[src/rtl/mem_port_arbiter.sv]
// Arbitrates one single-ported memory between fetch (port 0) and data (port 1).
// Data wins ties; a streak counter forces a fetch grant after MAX_STREAK data wins.
module mem_port_arbiter #(
    parameter int unsigned MAX_STREAK = 4
) (
    input  logic        clk,
    input  logic        rst,
    input  logic        req0,
    input  logic [31:0] addr0,
    output logic        done0,
    output logic [31:0] rdata0,
    input  logic        req1,
    input  logic [31:0] addr1,
    input  logic [31:0] wdata1,
    input  logic        we1,
    output logic        done1,
    output logic [31:0] rdata1,
    output logic        sel,
    output logic        mem_req,
    output logic [31:0] mem_addr,
    output logic [31:0] mem_wdata,
    output logic        mem_we,
    input  logic        mem_ack,
    input  logic [31:0] mem_rdata
);

    localparam int unsigned SW = $clog2(MAX_STREAK + 1);

    typedef enum logic [1:0] {IDLE, BUSY, DONE} state_t;

    state_t        state, state_nxt;
    logic [SW-1:0] streak, streak_nxt;
    logic          done0_nxt, done1_nxt, sel_nxt, mem_req_nxt, mem_we_nxt;
    logic [31:0]   rdata0_nxt, rdata1_nxt, mem_addr_nxt, mem_wdata_nxt;
    logic          grant1;

    // State and all registered outputs
    always_ff @(posedge clk) begin
        if (rst) begin
            state     <= IDLE;
            streak    <= '0;
            done0     <= 1'b0;
            done1     <= 1'b0;
            rdata0    <= '0;
            rdata1    <= '0;
            sel       <= 1'b0;
            mem_req   <= 1'b0;
            mem_addr  <= '0;
            mem_wdata <= '0;
            mem_we    <= 1'b0;
        end else begin
            state     <= state_nxt;
            streak    <= streak_nxt;
            done0     <= done0_nxt;
            done1     <= done1_nxt;
            rdata0    <= rdata0_nxt;
            rdata1    <= rdata1_nxt;
            sel       <= sel_nxt;
            mem_req   <= mem_req_nxt;
            mem_addr  <= mem_addr_nxt;
            mem_wdata <= mem_wdata_nxt;
            mem_we    <= mem_we_nxt;
        end
    end

    // Next-state and next-output logic
    always_comb begin
        state_nxt     = state;
        streak_nxt    = streak;
        done0_nxt     = 1'b0;
        done1_nxt     = 1'b0;
        rdata0_nxt    = rdata0;
        rdata1_nxt    = rdata1;
        sel_nxt       = sel;
        mem_req_nxt   = mem_req;
        mem_addr_nxt  = mem_addr;
        mem_wdata_nxt = mem_wdata;
        mem_we_nxt    = mem_we;
        grant1        = 1'b0;

        case (state)
            IDLE: begin
                if (req0 || req1) begin
                    grant1      = req1 && !(req0 && (streak == SW'(MAX_STREAK)));
                    sel_nxt     = grant1;
                    mem_req_nxt = 1'b1;
                    state_nxt   = BUSY;
                    if (grant1) begin
                        mem_addr_nxt  = addr1;
                        mem_wdata_nxt = wdata1;
                        mem_we_nxt    = we1;
                        // Count only data wins that made fetch wait
                        if (!req0)
                            streak_nxt = '0;
                        else if (streak != SW'(MAX_STREAK))
                            streak_nxt = streak + SW'(1);
                    end else begin
                        mem_addr_nxt  = addr0;
                        mem_wdata_nxt = '0;
                        mem_we_nxt    = 1'b0;
                        streak_nxt    = '0;
                    end
                end
            end
            BUSY: begin
                if (mem_ack) begin
                    mem_req_nxt = 1'b0;
                    state_nxt   = DONE;
                    if (sel) begin
                        done1_nxt = 1'b1;
                        if (!mem_we)
                            rdata1_nxt = mem_rdata;
                    end else begin
                        done0_nxt = 1'b1;
                        if (!mem_we)
                            rdata0_nxt = mem_rdata;
                    end
                end
            end
            DONE: begin
                state_nxt = IDLE;
            end
            default: begin
                state_nxt = IDLE;
            end
        endcase
    end

endmodule

[config.mk]
export PLATFORM = sky130hd
export DESIGN_NAME = mem_port_arbiter
export DESIGN_NICKNAME = d
export VERILOG_FILES = /design/src/rtl/mem_port_arbiter.sv
export SDC_FILE = /design/constraint.sdc
export NUM_CORES = 1
export LEC_CHECK = 0
export BUFFER_PORTS_ARGS = -buffer_cell sky130_fd_sc_hd__buf_2
export CAP_MARGIN = 30
export CORE_ASPECT_RATIO = 1.5
export CORE_MARGIN = 2
export CORE_UTILIZATION = 30
export CTS_BUF_LIST = sky130_fd_sc_hd__clkbuf_8
export DETAILED_ROUTE_END_ITERATION = 10
export PLACE_DENSITY = 0.68
export SYNTH_ARGS = -nofsm -noshare
export SYNTH_HDL_FRONTEND = slang
export SYNTH_SLANG_ARGS = --single-unit
[constraint.sdc]
create_clock -name clk -period 1.81 [get_ports clk]
set_input_delay 0 -clock clk [delete_from_list [all_inputs] [get_ports clk]]
set_output_delay 0 -clock clk [all_outputs]
set_load 0.02 [all_outputs]
# Yosys cells after proc, flatten, opt, wreduce, memory -nomap -nowiden
# Cells that the tools add are included.
[word_totals]
reg_bits = 138
latchBits = 0
ramBits = 0
mem_bits_ro = 0
input_bits = 134
out_inout_bits = 133
word_cells = 49
n_memories = 0
[classes]
n_addsub = 1
multipliers = 0
div = 0
magnitude_cmp = 0
eq_ne = 6
n_shift = 0
muxes = 14
bitwise_logic = 4
n_reduce_logical = 13
[ops]
columns = ["cell", "n"]
rows = [
  ["32-bit 2-to-1 mux", 2],
  ["3-bit 2-to-1 mux", 3],
  ["4-bit AND reduction", 2],
  ["3-bit AND reduction", 2],
  ["1-bit 2-to-1 mux", 5],
  ["2-bit 2-to-1 mux", 2],
  ["2-bit != test, second input constant", 2],
  ["1-bit inverter", 4],
  ["2-bit one-hot mux with 2 select lines", 1],
  ["2-bit AND reduction", 2],
  ["3-bit by 1-bit adder with 3-bit output, second input constant", 1],
  ["3-bit == test, second input constant", 1],
  ["3-bit by 2-bit != test with 1-bit output, second input constant", 1],
  ["3-bit != test, second input constant", 1],
  ["3-bit OR reduction", 1],
  ["2-bit by 1-bit == test with 1-bit output, second input constant", 1],
  ["1-bit logical AND", 2],
  ["2-bit zero test", 1],
  ["1-bit one-hot mux with 2 select lines", 1],
  ["2-bit nonzero test", 1],
  ["1-bit zero test", 1],
  ["1-bit logical OR", 1],
]

# Depth between registers and ports, before layout
# Gate-level depths: netlist of the first run.
[depth]
depth_word = 6
ltp_mapped = 7
ltp_nobuf = 5

# Worst setup path after synthesis of the first run
# Ideal clock, no wire load.
[synth_timing]
path_kind = "reg2reg"
from = "register mem_we"
to = "register rdata1[10]"
setup_ns = 0.072
arrival_ns = 1.408
t_required_ns = 1.738
slack_ns = 0.331
path_stages_with_launch = 5
path_buffers = 2
synth_period_minus_slack_ns = 1.479
cell_sequence = "dfxtp_1 clkbuf_1 nor3b_2 buf_4 mux2i_1"
[synth_between]
elab_chain_cells = 2
[synth_lines]
columns = ["element", "line_no", "rtl"]
rows = [
  ["start, declared", "22", "output logic mem_we,"],
  ["start signal, assigned", "62", "mem_we <= mem_we_nxt;"],
  ["1-bit inverter (no source line)", "-", ""],
  ["4-bit AND reduction (no source line)", "-", ""],
  ["end signal, assigned", "57", "rdata1 <= rdata1_nxt;"],
  ["end, declared", "17", "output logic [31:0] rdata1,"],
]
# No other way between the ends.
# A chain may end at the register's enable or synchronous reset.

# Final worst setup path of the first run
[layout_timing]
from = "register streak[0]"
to = "register mem_addr[2]"
[layout_between]
elab_chain_cells = 5
[layout_lines]
columns = ["element", "line_no", "rtl"]
rows = [
  ["start, declared", "32", "logic [SW-1:0] streak, streak_nxt;"],
  ["start signal, assigned", "53", "streak <= streak_nxt;"],
  ["3-bit == test", "84", "grant1 = req1 && !(req0 && (streak == SW'(MAX_STREAK)));"],
  ["1-bit logical AND", "84", ""],
  ["1-bit zero test", "84", ""],
  ["1-bit logical AND", "84", ""],
  ["32-bit 2-to-1 mux", "88", "if (grant1) begin"],
  ["end signal, assigned", "60", "mem_addr <= mem_addr_nxt;"],
  ["end, declared", "20", "output logic [31:0] mem_addr,"],
]
# No other way between the ends.

==> impl_metrics.yaml, run 1 <==
outcome:
  outcome: "finished, final reports clean"
floorplan:
  die_x_um: 115
  coreArea_um2: 18400
  rows: 61
  die_area_um2: 19800
  die_h_um: 171
  start_util: 0.304
  io_pins: 267
detailed_routing:
  vias: 6285
  ant_nets: 0
  dr.pass1.iters: 5
  drc: 0
  post_drt_wl_per_cell_um: 15.7
  drt_iter0_drc: 344
  avgViaCountPerCell: 4.96
  wirelength_um: 19800
cts:
  cts_buffers: 17
  cts_root_buf: "clkbuf_8"
  cts_resized: 0
  clockBufferDepth: 2
  cts_sinks: 138
  cts_tree: "built"
  ctsHoldBuffers: 131
  htreeDepth: 4
  clk_pin_slew_ns: 0.08
  cts_setup_buffers: 0
  clk_latency_ns: 0.44
timing:
  slew_headroom: 0.626
  period_share: 0.881
  drv_slew: 0
  clock_skew_ns: 0.0127
  fmax_mhz: 627
  rsz0062_at_grt: "false"
  setup_viol: 0
  fin_crit_ns: 1.59
  tightest_slew_ns: 0.560
  setup_tns_ns: 0
  hold_violations: 0
power_and_ir_drop:
  p_per_area_nw_per_um2: 839
  p_seq_frac: 0.438
  p_leak_nw: 4.16
  power.switching_mw: 2.16
  comb_power_share: 0.194
  p_sw_frac: 0.287
  clkPwrFrac: 0.367
  p_int_mw: 5.37
  worst_ir_drop_vdd_uv: 438
synth:
  synth_edf_count: 0
  synthFlopType: "dfxtp_1"
  async_reset_ff_frac: 0
  ys_warn_count: 0
  synth.cell_area_um2: 5590
  ys_seq_area_frac: 0.494
  synth.distinct_cells: 35
  ys_seq_elements: 138
  synth_cells: 630
  syn-num-nets: 766
  syn_area_per_cell_um2: 8.87
global_routing:
  grt_pass1_vias: 6161
  track_usage: 0.192
  grt-ovfl-total: 0
  grt_max_degree: 51
  grt_pass1_wl_um: 30100
  antenna_found_initial: 0
hold_path:
  hold_start: "rst"
  hp-class: "primary input to register"
place:
  dp_hpwl_um: 11900
  dp.cells: 1105
  port_buffers: 266
  routabilityCongestion: 0.771
final_layout:
  final_cells: 1268
  nets: 1139
  syn_to_final_growth_pct: 60.6
  layout-drive-gt1-share: 0.333
  antenna_cells: 0
  layout_common_cells: "buf_2 (266), dfxtp_1 (138), dlygate4sd3_1 (131)"
  layout_commonest_cell: "buf_2"
flow_run:
  drv_cap: 0
critical_path:
  worstSetupEndpointType: "register"
  startpoint: "streak[0]"
  startpoint_type: "register"
  worstReg2RegStart: "streak[0]"
  cp_max_fo: 32
  worst_r2r_endpoint: "mem_addr[2]"
  r2r_slack_ns: 0.22
  worst_ep_arrival_time_ns: 1.92
  crit_required_ns: 2.13
  crit_end: "mem_addr[2]"
  critical_path_class: "register to register"
  r2r_cells: 6
-- state kept, by name, indices dropped and copies added, names as in the netlist --
| name | flops |
|---|---|
| done0 | 1 |
| done1 | 1 |
| mem_addr | 32 |
| mem_req | 1 |
| mem_wdata | 32 |
| mem_we | 1 |
| rdata0 | 32 |
| rdata1 | 32 |
| sel | 1 |
| state | 2 |
| streak | 3 |
-- worst min path at each step --
| stage | cells past startpoint | end | slack [ns] |
|---|---|---|---|
| 2_1_floorplan | 2 | mem_wdata[0] | 0.15 |
| 3_3_place_gp | 3 | mem_wdata[25] | 0.26 |
| 3_5_place_dp | 3 | mem_wdata[1] | 0.26 |
| 4_1_cts | 3 | sel | 0.03 |
| 5_1_grt | 3 | mem_req | 0.08 |
| 6_report | 3 | sel | 0.08 |
-- layout make-up --
type / instances / area [um^2]
fillers: 1670 / 9420
repair buffers: 420 / 2900
flip-flops and latches: 138 / 2760
multi-input cells: 422 / 2550
well taps: 252 / 315
clock buffers: 17 / 234
clock inverters: 15 / 200
inverters: 4 / 15.0
-- cells in the mapped netlist (3+ instances only) --
cell type / count / area, um^2
dfxtp_1: 138 / 2760
nand2_1: 85 / 319
a21oi_1: 70 / 350
nand3_1: 67 / 335
o21ai_0: 66 / 330
mux2i_1: 57 / 571
clkbuf_1: 49 / 184
a311oi_1: 32 / 280
buf_2: 14 / 70.1
a31o_2: 7 / 61.3
nand2b_1: 7 / 43.8
nor4_1: 7 / 43.8
nor2_1: 3 / 11.3
-- critical path, cell delays in order, from the launching register on --
cell and delay [ns]:
dfxtp_1 0.32, inv_1 0.09, ha_1 0.21, and3_1 0.22, buf_12 0.18, o21ai_0 0.10, a311oi_1 0.35
-- routing by layer --
layer / part of all wire / up-vias / global-route usage
met4: 0.051 / 0 / 0.115
li1: - / 3001 / -
met3: 0.059 / 92 / 0.0433
met5: 0 / - / 0
met1: 0.38 / 2868 / 0.210
met2: 0.51 / 324 / 0.336
-- stage by stage --
| step | setup WS (ns) | instance area, um^2 | power (mW) | utilization | hold WS (ns) |
|---|---|---|---|---|---|
| 2_1_floorplan | 0.331 | 5590 | 4.09 | - | 0.152 |
| 5_1_grt | 0.112 | 8980 | 7.91 | 0.488 | 0.0768 |
| 6_report | 0.216 | 8980 | 7.53 | 0.488 | 0.0818 |
| 3_5_place_dp | 0.240 | 7230 | 4.59 | 0.393 | 0.262 |
| 4_1_cts | 0.217 | 8980 | 7.63 | 0.488 | 0.0346 |
| 3_3_place_gp | 0.269 | 7230 | 4.59 | 0.393 | 0.259 |
-- kinds of logic (layout without fill, tap and decap cells) --
family	after synthesis	in the layout	synth area share
flip-flops	138	138	0.494
multiplexers	57	57	0.102
buffers and inverters	70	456	0.0535
adder cells (fa/ha/maj)	2	2	0.00448
AND/OR/NAND/NOR	185	185	0.159
AO/OA/AOI/OAI	178	178	0.187
-- power by group through the flow --
stage	logic, mW	clock network (mW)	registers, mW
detailed placement	1.23	0	3.37
CTS	1.45	2.88	3.30
floorplan	0.503	0	3.58
finish	1.46	2.77	3.30
global placement	1.22	0	3.37
global route	1.58	3.01	3.32
Power figures use the tool's default switching activity.
==> run 2, diff against run 1 <==
- CORE_MARGIN: 2 -> 3
==> impl_metrics.yaml, run 2 (synthesis gave the netlist of run 1 again) <==
detailed_routing:
  post_drt_wl_per_cell_um: 16.1
  avgViaCountPerCell: 5.05
  drc: 0
  vias: 6382
  dr.pass1.iters: 5
  drt_iter0_drc: 350
  ant_nets: 0
  wirelength_um: 20300
cts:
  clk_latency_ns: 0.43
  clockBufferDepth: 2
  cts_buffers: 17
  cts_sinks: 138
  cts_root_buf: "clkbuf_8"
  cts_tree: "built"
  clk_pin_slew_ns: 0.08
  cts_resized: 0
  htreeDepth: 4
critical_path:
  startpoint_type: "register"
  cp_common_cell: "buf_4"
  worstSetupEndpointType: "register"
  slowest_stage: "dfxtp_1"
  crit_path_max_incr_delay_ns: 0.37
  crit_chain: "nand3b_4 -> buf_4 -> or3b_1 -> buf_4 -> mux2i_1"
  critical_path_class: "register to register"
  crit_required_ns: 2.12
  worst_ep_arrival_time_ns: 1.96
  cp_max_fo: 18
place:
  dp_slack_ns: 0.158
  dp_hpwl_um: 12400
  dp.cells: 1100
  routabilityCongestion: 0.772
  port_buffers: 266
floorplan:
  io_pins: 267
  rows: 60
  die_area_um2: 20300
  start_util: 0.309
  die_x_um: 117
  die_h_um: 173
  coreArea_um2: 18100
global_routing:
  grt_max_degree: 91
  grt_pass1_vias: 6512
  antenna_found_initial: 0
  grt_pass1_wl_um: 32500
  track_usage: 0.193
  grt-ovfl-total: 0
power_and_ir_drop:
  p_int_mw: 5.24
  p_per_area_nw_per_um2: 829
  clkPwrFrac: 0.355
  worst_ir_drop_vdd_uv: 460
  comb_power_share: 0.199
  p_seq_frac: 0.446
  p_leak_nw: 4.16
  power.switching_mw: 2.17
  p_sw_frac: 0.293
final_layout:
  final_cells: 1263
  layout-drive-gt1-share: 0.332
  layout_commonest_cell: "buf_2"
  layout_common_cells: "buf_2 (266), dfxtp_1 (138), dlygate4sd3_1 (131)"
  nets: 1138
  antenna_cells: 0
  syn_to_final_growth_pct: 60.0
timing:
  hold_violations: 0
  clock_skew_ns: 0.0116
  period_share: 0.916
  worst_slack_ns: 0.152
  fmax_mhz: 603
  tightest_slew_ns: 0.693
  rsz0062_at_grt: "false"
  fin_crit_ns: 1.66
  slew_headroom: 0.538
  setup_tns_ns: 0
  drv_slew: 0
  setup_viol: 0
outcome:
  outcome: "finished, final reports clean"
flow_run:
  drv_cap: 0
hold_path:
  hp-class: "primary input to register"
## run 2: changes by cell type in the layout (fill, tap and decap cells not counted)
cell,change
inv_6,+1
clkinvlp_4,-3
buf_4,-1
bufinv_16,-1
clkinv_4,+1
clkinv_2,+2
## run 2: path summary, 6_finish.rpt
path / end / cells past startpoint / slack, ns / from
max reg2reg: rdata1[30] / 5 / 0.15 / state[1]
min: mem_addr[5] / 2 / 0.08 / rst
min reg2reg: rdata1[0] / 2 / 0.45 / rdata1[0]
max: rdata1[30] / 5 / 0.15 / state[1]
## run 2: power by group through the flow
stage | clock (mW) | combinational [mW] | sequential [mW]
5_1_grt | 2.86 | 1.59 | 3.32
3_5_place_dp | 0 | 1.24 | 3.37
3_3_place_gp | 0 | 1.23 | 3.37
2_1_floorplan | 0 | 0.503 | 3.58
6_report | 2.63 | 1.47 | 3.30
4_1_cts | 2.74 | 1.46 | 3.30
## run 2: layout make-up
type	instances	area, um^2
inverter	4	15.0
fill	1666	9150
timing repair buffer	419	2900
clock buffer	17	234
multi-input combinational	422	2550
clock inverter	15	175
sequential	138	2760
tap	248	310
## run 2: through the flow
step | hold WS (ns) | area, um^2 | total power, mW | utilization
2_1_floorplan | 0.152 | 5590 | 4.09 | -
3_3_place_gp | 0.257 | 7220 | 4.59 | 0.399
3_5_place_dp | 0.263 | 7220 | 4.61 | 0.399
4_1_cts | 0.0270 | 8940 | 7.50 | 0.494
5_1_grt | 0.0757 | 8940 | 7.77 | 0.494
6_report | 0.0796 | 8940 | 7.41 | 0.494
## run 2: repair_timing
action / CTS / global route
hold endpoints to repair: 126 / 0
hold buffers: 131 / 0
setup buffers: 0 / 0
## run 2: per-layer routing
| layer | global-route usage | share of wire |
|---|---|---|
| met1 | 0.203 | 0.37 |
| met2 | 0.339 | 0.51 |
| met3 | 0.0504 | 0.065 |
| met5 | 0 | 0 |
| met4 | 0.127 | 0.056 |
## run 2: critical path, delay by kind of cell (launching register included)
kind / cells / cell delay (ns)
AND/OR/NAND/NOR: 2 / 0.57
buffers and inverters: 2 / 0.43
flip-flops: 1 / 0.37
multiplexers: 1 / 0.15
